--- config.mk ---
export PLATFORM = sky130hd
export DESIGN_NAME = univ_shift_reg
export DESIGN_NICKNAME = d
export VERILOG_FILES = /design/src/rtl/univ_shift_reg.sv
export SDC_FILE = /design/constraint.sdc
export NUM_CORES = 1
export LEC_CHECK = 0
export ABC_AREA = 1
export ABC_CLOCK_PERIOD_IN_PS = 1500
export CORE_ASPECT_RATIO = 0.75
export CORE_UTILIZATION = 47
export CTS_CLUSTER_DIAMETER = 200
export DETAILED_ROUTE_END_ITERATION = 12
export PLACE_DENSITY = 0.79
export SLEW_MARGIN = 20
export SYNTH_ARGS = -nofsm -noshare
export SYNTH_HDL_FRONTEND = slang
export SYNTH_SLANG_ARGS = --single-unit
--- constraint.sdc ---
create_clock -name clk -period 1.5 [get_ports clk]
set_input_delay 0.15 -clock clk [delete_from_list [all_inputs] [get_ports clk]]
set_output_delay 0.15 -clock clk [all_outputs]
set_load 0.005 [all_outputs]
--- src/rtl/univ_shift_reg.sv ---
// Universal N-bit shift register: hold, shift, rotate, load and clear per cycle,
// with a saturating shift counter and a one-cycle done pulse per shifted-out word.
module univ_shift_reg #(
  parameter int N = 8,
  localparam int CW = $clog2(N + 1)
) (
  input  logic          clk,
  input  logic          reset,
  input  logic          en,
  input  logic [2:0]    mode,
  input  logic [N-1:0]  d,
  input  logic          s_in_msb,
  input  logic          s_in_lsb,
  output logic [N-1:0]  q,
  output logic          s_out_r,
  output logic          s_out_l,
  output logic [CW-1:0] cnt,
  output logic          done
);

  typedef enum logic [2:0] {
    MODE_HOLD = 3'b000,
    MODE_SHR  = 3'b001,
    MODE_SHL  = 3'b010,
    MODE_LOAD = 3'b011,
    MODE_ROR  = 3'b100,
    MODE_ROL  = 3'b101,
    MODE_CLR  = 3'b110,
    MODE_RSVD = 3'b111
  } mode_e;

  logic [N-1:0]  q_r;
  logic [CW-1:0] cnt_r;
  logic          done_r;

  logic [N-1:0]  q_nxt_s;
  logic [CW-1:0] cnt_nxt_s;
  logic          done_nxt_s;
  logic          shift_s;

  // Next-state decode for register, counter and done pulse
  always_comb begin
    q_nxt_s    = q_r;
    cnt_nxt_s  = cnt_r;
    done_nxt_s = 1'b0;
    shift_s    = 1'b0;
    if (en) begin
      case (mode_e'(mode))
        MODE_SHR: begin
          q_nxt_s = {s_in_msb, q_r[N-1:1]};
          shift_s = 1'b1;
        end
        MODE_SHL: begin
          q_nxt_s = {q_r[N-2:0], s_in_lsb};
          shift_s = 1'b1;
        end
        MODE_LOAD: begin
          q_nxt_s   = d;
          cnt_nxt_s = {CW{1'b0}};
        end
        MODE_ROR: begin
          q_nxt_s = {q_r[0], q_r[N-1:1]};
          shift_s = 1'b1;
        end
        MODE_ROL: begin
          q_nxt_s = {q_r[N-2:0], q_r[N-1]};
          shift_s = 1'b1;
        end
        MODE_CLR: begin
          q_nxt_s   = {N{1'b0}};
          cnt_nxt_s = {CW{1'b0}};
        end
        default: begin
          q_nxt_s = q_r;
        end
      endcase
    end else begin
      q_nxt_s = q_r;
    end
    // Counter saturates at N so done can only fire on the N-1 -> N step
    if (shift_s && (cnt_r != CW'(N))) begin
      cnt_nxt_s  = cnt_r + {{(CW-1){1'b0}}, 1'b1};
      done_nxt_s = (cnt_r == CW'(N - 1));
    end else begin
      done_nxt_s = 1'b0;
    end
  end

  // State registers with asynchronous clear
  always_ff @(posedge clk or negedge reset) begin
    if (!reset) begin
      q_r    <= {N{1'b0}};
      cnt_r  <= {CW{1'b0}};
      done_r <= 1'b0;
    end else begin
      q_r    <= q_nxt_s;
      cnt_r  <= cnt_nxt_s;
      done_r <= done_nxt_s;
    end
  end

  assign q       = q_r;
  assign cnt     = cnt_r;
  assign done    = done_r;
  assign s_out_r = q_r[0];
  assign s_out_l = q_r[N-1];

endmodule

==> run summary, run 1 <==
- placement-stage cell area: 0.00144 mm2
- Synth warnings: 0
- TritonCTS clock tree: yes
- required time of the worst setup path: 1.35 ns
- number of buffers created by CTS: 3
- share of post-route cells with drive strength above 1: 0.212
- share of synthesized area occupied by flip-flops and latches: 0.302
- CTS resizes: 0
- top_reg_cell synth: sky130_fd_sc_hd__dfrtp_1
- number of clock sinks seen by CTS: 13
- Net Count, Synth: 169
- count of final hold-check violations: 0
- CTS H-Tree Depth: 1
- CP max-delay cell: sky130_fd_sc_hd__clkdlybuf4s50_1
- clk_skew: 0.00529 ns
- startpoint class of the critical path: flop
- number of library cell types mapped by synthesis: 27
- Synth Register Bits: 13
- arrival time of data at the critical path endpoint: 1.31 ns
- source-to-sink clock delay at the later pin of the worst-skew pair: 0.27 ns
- count of buffers from port buffering: 30
- Util after Layout: 0.706
- fraction of power consumed by combinational cells: 0.443
- worst slew slack as a fraction of its limit: 0.619
- die footprint: 0.00249 mm2
- area of the core region: 0.00208 mm2
- Die Y: 43.4 um
- switching share of power: 0.375
- type of element capturing the critical path: primary output
- global routing usage summed across all routing layers: 0.258
- final setup fails: 0
- Hold-fix buffers, CTS: 0
- Slew Limit Fails: 0
- sequential share of power: 0.412
- unrepaired setup endpoints after global routing: no
- internal power component: 912 uW
- length of the first detailed-routing pass in iterations: 8
- number of enable-type register cells in the synthesized netlist: 0
- vias post-DR: 1174
- wire length of the first global-routing pass: 4870 um
- Pwr per Cell Area: 991 mW/mm2
- std cell rows: 14
- # diodes: 0
- Sum Neg Setup Slack: 0 ns
- final non-filler cell area: 0.00147 mm2
- most frequent cells in the layout: sky130_fd_sc_hd__nand2_1, sky130_fd_sc_hd__clkdlybuf4s50_1, sky130_fd_sc_hd__nand3_1
- critical path start-end classification: flop to primary output
- post-synthesis cell count: 151
- pin count of the biggest net entering global routing: 14
- antenna violations before repair: 0
- Top Family by Delay on Critical Path: buffers and inverters
- terminus of the critical flop-to-flop path: cnt[1]$_DFFE_PN0P_
- path category of the worst min-delay check: primary input to async pin
- origin of the critical flop-to-flop path: cnt[0]$_DFFE_PN0P_
- total congestion overflow after global routing: 0
- worst-path fanout max: 6
- worst path buffer plus inverter count: 1
- Clk network pwr share: 0.145
- buffer count from post-CTS setup fixing: 0
- final weighted congestion of routability-driven global placement: 0.895
- initial core utilization: 0.516
- Worst VDD drop: 0.781 mV
- number of nets in the final layout: 208
- area added between synthesis and finish: 36.9%
- number of global-route vias before repair: 1092
- buffer levels on the longest clock path: 2
- leak pwr: 0.000721 uW
- Top-Level Pins: 31
- antenna viol nets, final: 0
- Largest stage delay, worst path: 0.55 ns
- initial DRC count: 63
- final critical delay including setup and external delays: 1.46 ns
- max-cap violations: 0
- ordered list of cells on the worst path: clkdlybuf4s50_1
- fin crit share: 0.972
- status: complete, but fails checks
- routed len/inst: 13.7 um
- clock edge transition at the registers on the reported setup and hold paths: 0.08 ns
- violated checks: DRC
- logic depth of the worst register-to-register path: 6
- horizontal extent of the die: 57.3 um
- Via-to-Cell Ratio: 5.51
- leading cell type in the layout, fill and taps excluded: sky130_fd_sc_hd__nand2_1
- Net Sw Power: 548 uW
- FF-to-FF setup slack: 0.25 ns
- Total Routed Length: 2920 um
- post-route DRC violation count: 1
- HPWL reported at the end of detailed placement: 2370 um
- Post-synth ARST share: 1.00
- mapped cell area: 0.00108 mm2
- clock tree root driver cell: sky130_fd_sc_hd__clkbuf_4
- maximum operating frequency: 0.686 GHz
- measured slew at the worst slew-check pin: 0.570 ns
- Post-Syn Area per Cell: 7.13 um2
==> final cells by class <==
cell class	instances	area, um2
Multi-Input combinational cell	116	634
Clock buffer	4	26.3
Inverter	17	73.8
Timing Repair Buffer	39	380
Sequential cell	13	328
Fill cell	176	612
Tap cell	24	30.0
==> synth_stat cells (2+ instances only) <==
cell type,count,area share
sky130_fd_sc_hd__nand3_1,20,0.093
sky130_fd_sc_hd__nand4_1,14,0.081
sky130_fd_sc_hd__nand3_2,2,0.019
sky130_fd_sc_hd__ha_1,2,0.023
sky130_fd_sc_hd__dfrtp_1,13,0.30
sky130_fd_sc_hd__inv_2,2,0.0070
sky130_fd_sc_hd__nand2_1,39,0.14
sky130_fd_sc_hd__o21ai_2,2,0.016
sky130_fd_sc_hd__nor2_1,13,0.045
sky130_fd_sc_hd__buf_4,2,0.014
sky130_fd_sc_hd__buf_6,2,0.021
sky130_fd_sc_hd__nand2_2,12,0.070
sky130_fd_sc_hd__nand2_4,2,0.021
sky130_fd_sc_hd__inv_1,13,0.045
==> per-stage QoR <==
step / std cells / hold WS [ns] / total power [uW] / worst slack [ns]
2_1_floorplan: 151 / -0.146 / 888 / 0.356
3_3_place_gp: 209 / 0.534 / 1210 / -0.0274
3_5_place_dp: 209 / 0.541 / 1250 / -0.0748
4_1_cts: 213 / 0.250 / 1460 / 0.0179
5_1_grt: 213 / 0.283 / 1560 / 0.000969
6_report: 213 / 0.238 / 1460 / 0.0426
==> metal layers <==
layer | track usage | up-vias | wire, um
li1 | - | 571 | -
met1 | 0.345 | 542 | 1250
met2 | 0.421 | 59 | 1360
met3 | 0.0687 | 2 | 292
met4 | 0.0634 | 0 | 13
met5 | 0 | - | 0
==> kinds of logic after synthesis <==
family	after synthesis	synth area share
AND/OR/NAND/NOR	108	0.528
XOR/XNOR	1	0.00814
flip-flops	13	0.302
adder cells (fa/ha/maj)	2	0.0233
buffers and inverters	22	0.108
AO/OA/AOI/OAI	5	0.0302
==> sequential cells by signal, indices dropped and copies added, names as in the netlist <==
register  cells
q             8
done          1
cnt           4
==> power by group through the flow <==
| stage | sequential [uW] | clock (uW) | combinational [uW] |
|---|---|---|---|
| 2_1_floorplan | 571 | 0 | 318 |
| 3_3_place_gp | 594 | 0 | 620 |
| 3_5_place_dp | 602 | 0 | 647 |
| 4_1_cts | 596 | 211 | 650 |
| 5_1_grt | 615 | 233 | 715 |
| 6_report | 601 | 212 | 647 |
==> how the worst max path moves through the flow <==
stage	end	start	cells past startpoint	slack, ns
finish	q[3]	q[3]$_DFFE_PN0P_	1	0.04
detailed placement	q[1]$_DFFE_PN0P_	mode[0]	9	-0.07
floorplan	cnt[2]$_DFFE_PN0P_	cnt[0]$_DFFE_PN0P_	4	0.36
global placement	q[1]$_DFFE_PN0P_	mode[1]	9	-0.03
CTS	q[7]	q[7]$_DFFE_PN0P_	1	0.02
global route	q[3]	q[3]$_DFFE_PN0P_	1	0.001
Power figures use the tool's default switching activity.
==> inputs of run 2 (changes only) <==
PLACE_DENSITY = 0.9   (was 0.79)
==> run summary, run 2 (same netlist as run 1, synthesis figures left out) <==
- status: complete, but fails checks, unchanged
- violated checks: DRC, unchanged
- leading cell type in the layout, fill and taps excluded: sky130_fd_sc_hd__nand2_1, unchanged
- area of the core region: 0.00208 mm2, unchanged
- ordered list of cells on the worst path: clkdlybuf4s50_1, unchanged
- initial core utilization: 0.516, unchanged
- count of final hold-check violations: 0, unchanged
- number of nets in the final layout: 208, unchanged
- measured slew at the worst slew-check pin: 0.609 ns, was 0.570 ns
- Crit. path cell count: 1, unchanged
- arrival time of data at the critical path endpoint: 1.32 ns, was 1.31 ns
- CP max-delay cell: sky130_fd_sc_hd__clkdlybuf4s50_1, unchanged
- worst slew slack as a fraction of its limit: 0.593, was 0.619
- area added between synthesis and finish: 35.5%, was 36.9%
- horizontal extent of the die: 57.3 um, unchanged
- HPWL reported at the end of detailed placement: 2240 um, was 2370 um
- Sum Neg Setup Slack: 0 ns, unchanged
- Total Routed Length: 2760 um, was 2920 um
- std cell rows: 14, unchanged
- unrepaired setup endpoints after global routing: no, unchanged
- vias post-DR: 1140, was 1174
- required time of the worst setup path: 1.35 ns, about the same
- count of buffers from port buffering: 30, unchanged
- number of buffers created by CTS: 3, unchanged
- antenna viol nets, final: 0, unchanged
- FF-to-FF setup slack: 0.26 ns, was 0.25 ns
- Slew Limit Fails: 0, unchanged
- total congestion overflow after global routing: 0, unchanged
- logic depth of the worst register-to-register path: 6, unchanged
- Largest stage delay, worst path: 0.56 ns, was 0.55 ns
- count of fill cells added during filler insertion: 167, was 176
- worst-path fanout max: 6, unchanged
- path category of the worst min-delay check: primary input to async pin, unchanged
- Worst VDD drop: 0.670 mV, was 0.781 mV
- Hold-fix buffers, CTS: 0, unchanged
- length of the first detailed-routing pass in iterations: 9, was 8
- CTS resizes: 0, unchanged
- max-cap violations: 0, unchanged
- Pwr per Cell Area: 990 mW/mm2, was 991 mW/mm2
- final weighted congestion of routability-driven global placement: 0.871, was 0.895
- final setup fails: 0, unchanged
- initial DRC count: 101, was 63
- share of post-route cells with drive strength above 1: 0.201, was 0.212
- startpoint class of the critical path: flop, unchanged
- placement-stage cell area: 0.00143 mm2, was 0.00144 mm2
- clock edge transition at the registers on the reported setup and hold paths: 0.08 ns, about the same
- number of global-route vias before repair: 1035, was 1092
- clock tree root driver cell: sky130_fd_sc_hd__clkbuf_4, unchanged
- Via-to-Cell Ratio: 5.35, was 5.51
- TritonCTS clock tree: yes, unchanged
- buffer levels on the longest clock path: 2, unchanged
- pin count of the biggest net entering global routing: 14, unchanged
- source-to-sink clock delay at the later pin of the worst-skew pair: 0.27 ns, about the same
- Top-Level Pins: 31, unchanged
- worst path buffer plus inverter count: 1, unchanged
- leak pwr: 0.000718 uW, was 0.000721 uW
- final critical delay including setup and external delays: 1.47 ns, was 1.46 ns
- global routing usage summed across all routing layers: 0.235, was 0.258
- final non-filler cell area: 0.00146 mm2, was 0.00147 mm2
- wire length of the first global-routing pass: 4470 um, was 4870 um
- routed len/inst: 13.0 um, was 13.7 um
- most frequent cells in the layout: sky130_fd_sc_hd__nand2_1, sky130_fd_sc_hd__clkdlybuf4s50_1, sky130_fd_sc_hd__nand3_1, unchanged
- number of clock sinks seen by CTS: 13, unchanged
- buffer count from post-CTS setup fixing: 0, unchanged
- CTS H-Tree Depth: 1, unchanged
- post-route DRC violation count: 2, was 1
- type of element capturing the critical path: primary output, unchanged
- die footprint: 0.00249 mm2, unchanged
- # diodes: 0, unchanged
- critical path start-end classification: flop to primary output, unchanged
- antenna violations before repair: 0, unchanged
- Die Y: 43.4 um, unchanged
- maximum operating frequency: 0.680 GHz, was 0.686 GHz
- number of flip-flops in the largest register: 8, unchanged
- Top Family by Delay on Critical Path: buffers and inverters, unchanged
- clk_skew: 0.00296 ns, was 0.00529 ns
- fin crit share: 0.981, was 0.972
## run 2: cell counts in the layout (fill, tap and decap cells not counted)
No cell type changed its count.
## run 2: per-layer routing
| metal | part of all wire | global-route usage | wire length, um | vias up |
|---|---|---|---|---|
| li1 | - | - | - | 574 |
| met1 | 0.43 | 0.296 | 1190 | 519 |
| met2 | 0.48 | 0.416 | 1320 | 45 |
| met3 | 0.079 | 0.0627 | 219 | 2 |
| met4 | 0.0083 | 0.0390 | 23 | 0 |
| met5 | 0 | 0 | 0 | - |
## run 2: worst paths after layout
kind                                 endpoint          startpoint
min in group clk               done$_DFF_PN0_  cnt[3]$_DFFE_PN0P_
min                          q[2]$_DFFE_PN0P_               reset
max in group asynchronous    q[6]$_DFFE_PN0P_               reset
max reg2reg                cnt[1]$_DFFE_PN0P_  cnt[0]$_DFFE_PN0P_
min reg2reg                    done$_DFF_PN0_  cnt[3]$_DFFE_PN0P_
max                                      q[5]    q[5]$_DFFE_PN0P_
## run 2: power by group
| group | switching [uW] | total, uW | internal (uW) |
|---|---|---|---|
| Clock | 118 | 221 | 103 |
| Sequential | 152 | 593 | 441 |
| Combinational | 269 | 629 | 359 |
## run 2: layout make-up
cell class / instances / area, um2 / area share
Tap cell: 24 / 30.0 / 0.0206
Timing Repair Buffer: 39 / 368 / 0.252
Clock buffer: 4 / 26.3 / 0.0180
Multi-Input combinational cell: 116 / 634 / 0.435
Sequential cell: 13 / 325 / 0.223
Inverter: 17 / 73.8 / 0.0506
## run 2: per-stage QoR
stage          utilization  hold slack [ns]  total power, uW  worst slack [ns]  instances
3_5_place_dp         0.687            0.530             1230            -0.118        209
6_report             0.699            0.249             1440            0.0285        213
4_1_cts              0.699            0.274             1450            0.0418        213
5_1_grt              0.699            0.297             1530          0.000958        213
3_3_place_gp         0.687            0.532             1200           -0.0515        209
2_1_floorplan            -           -0.146              888             0.356        151
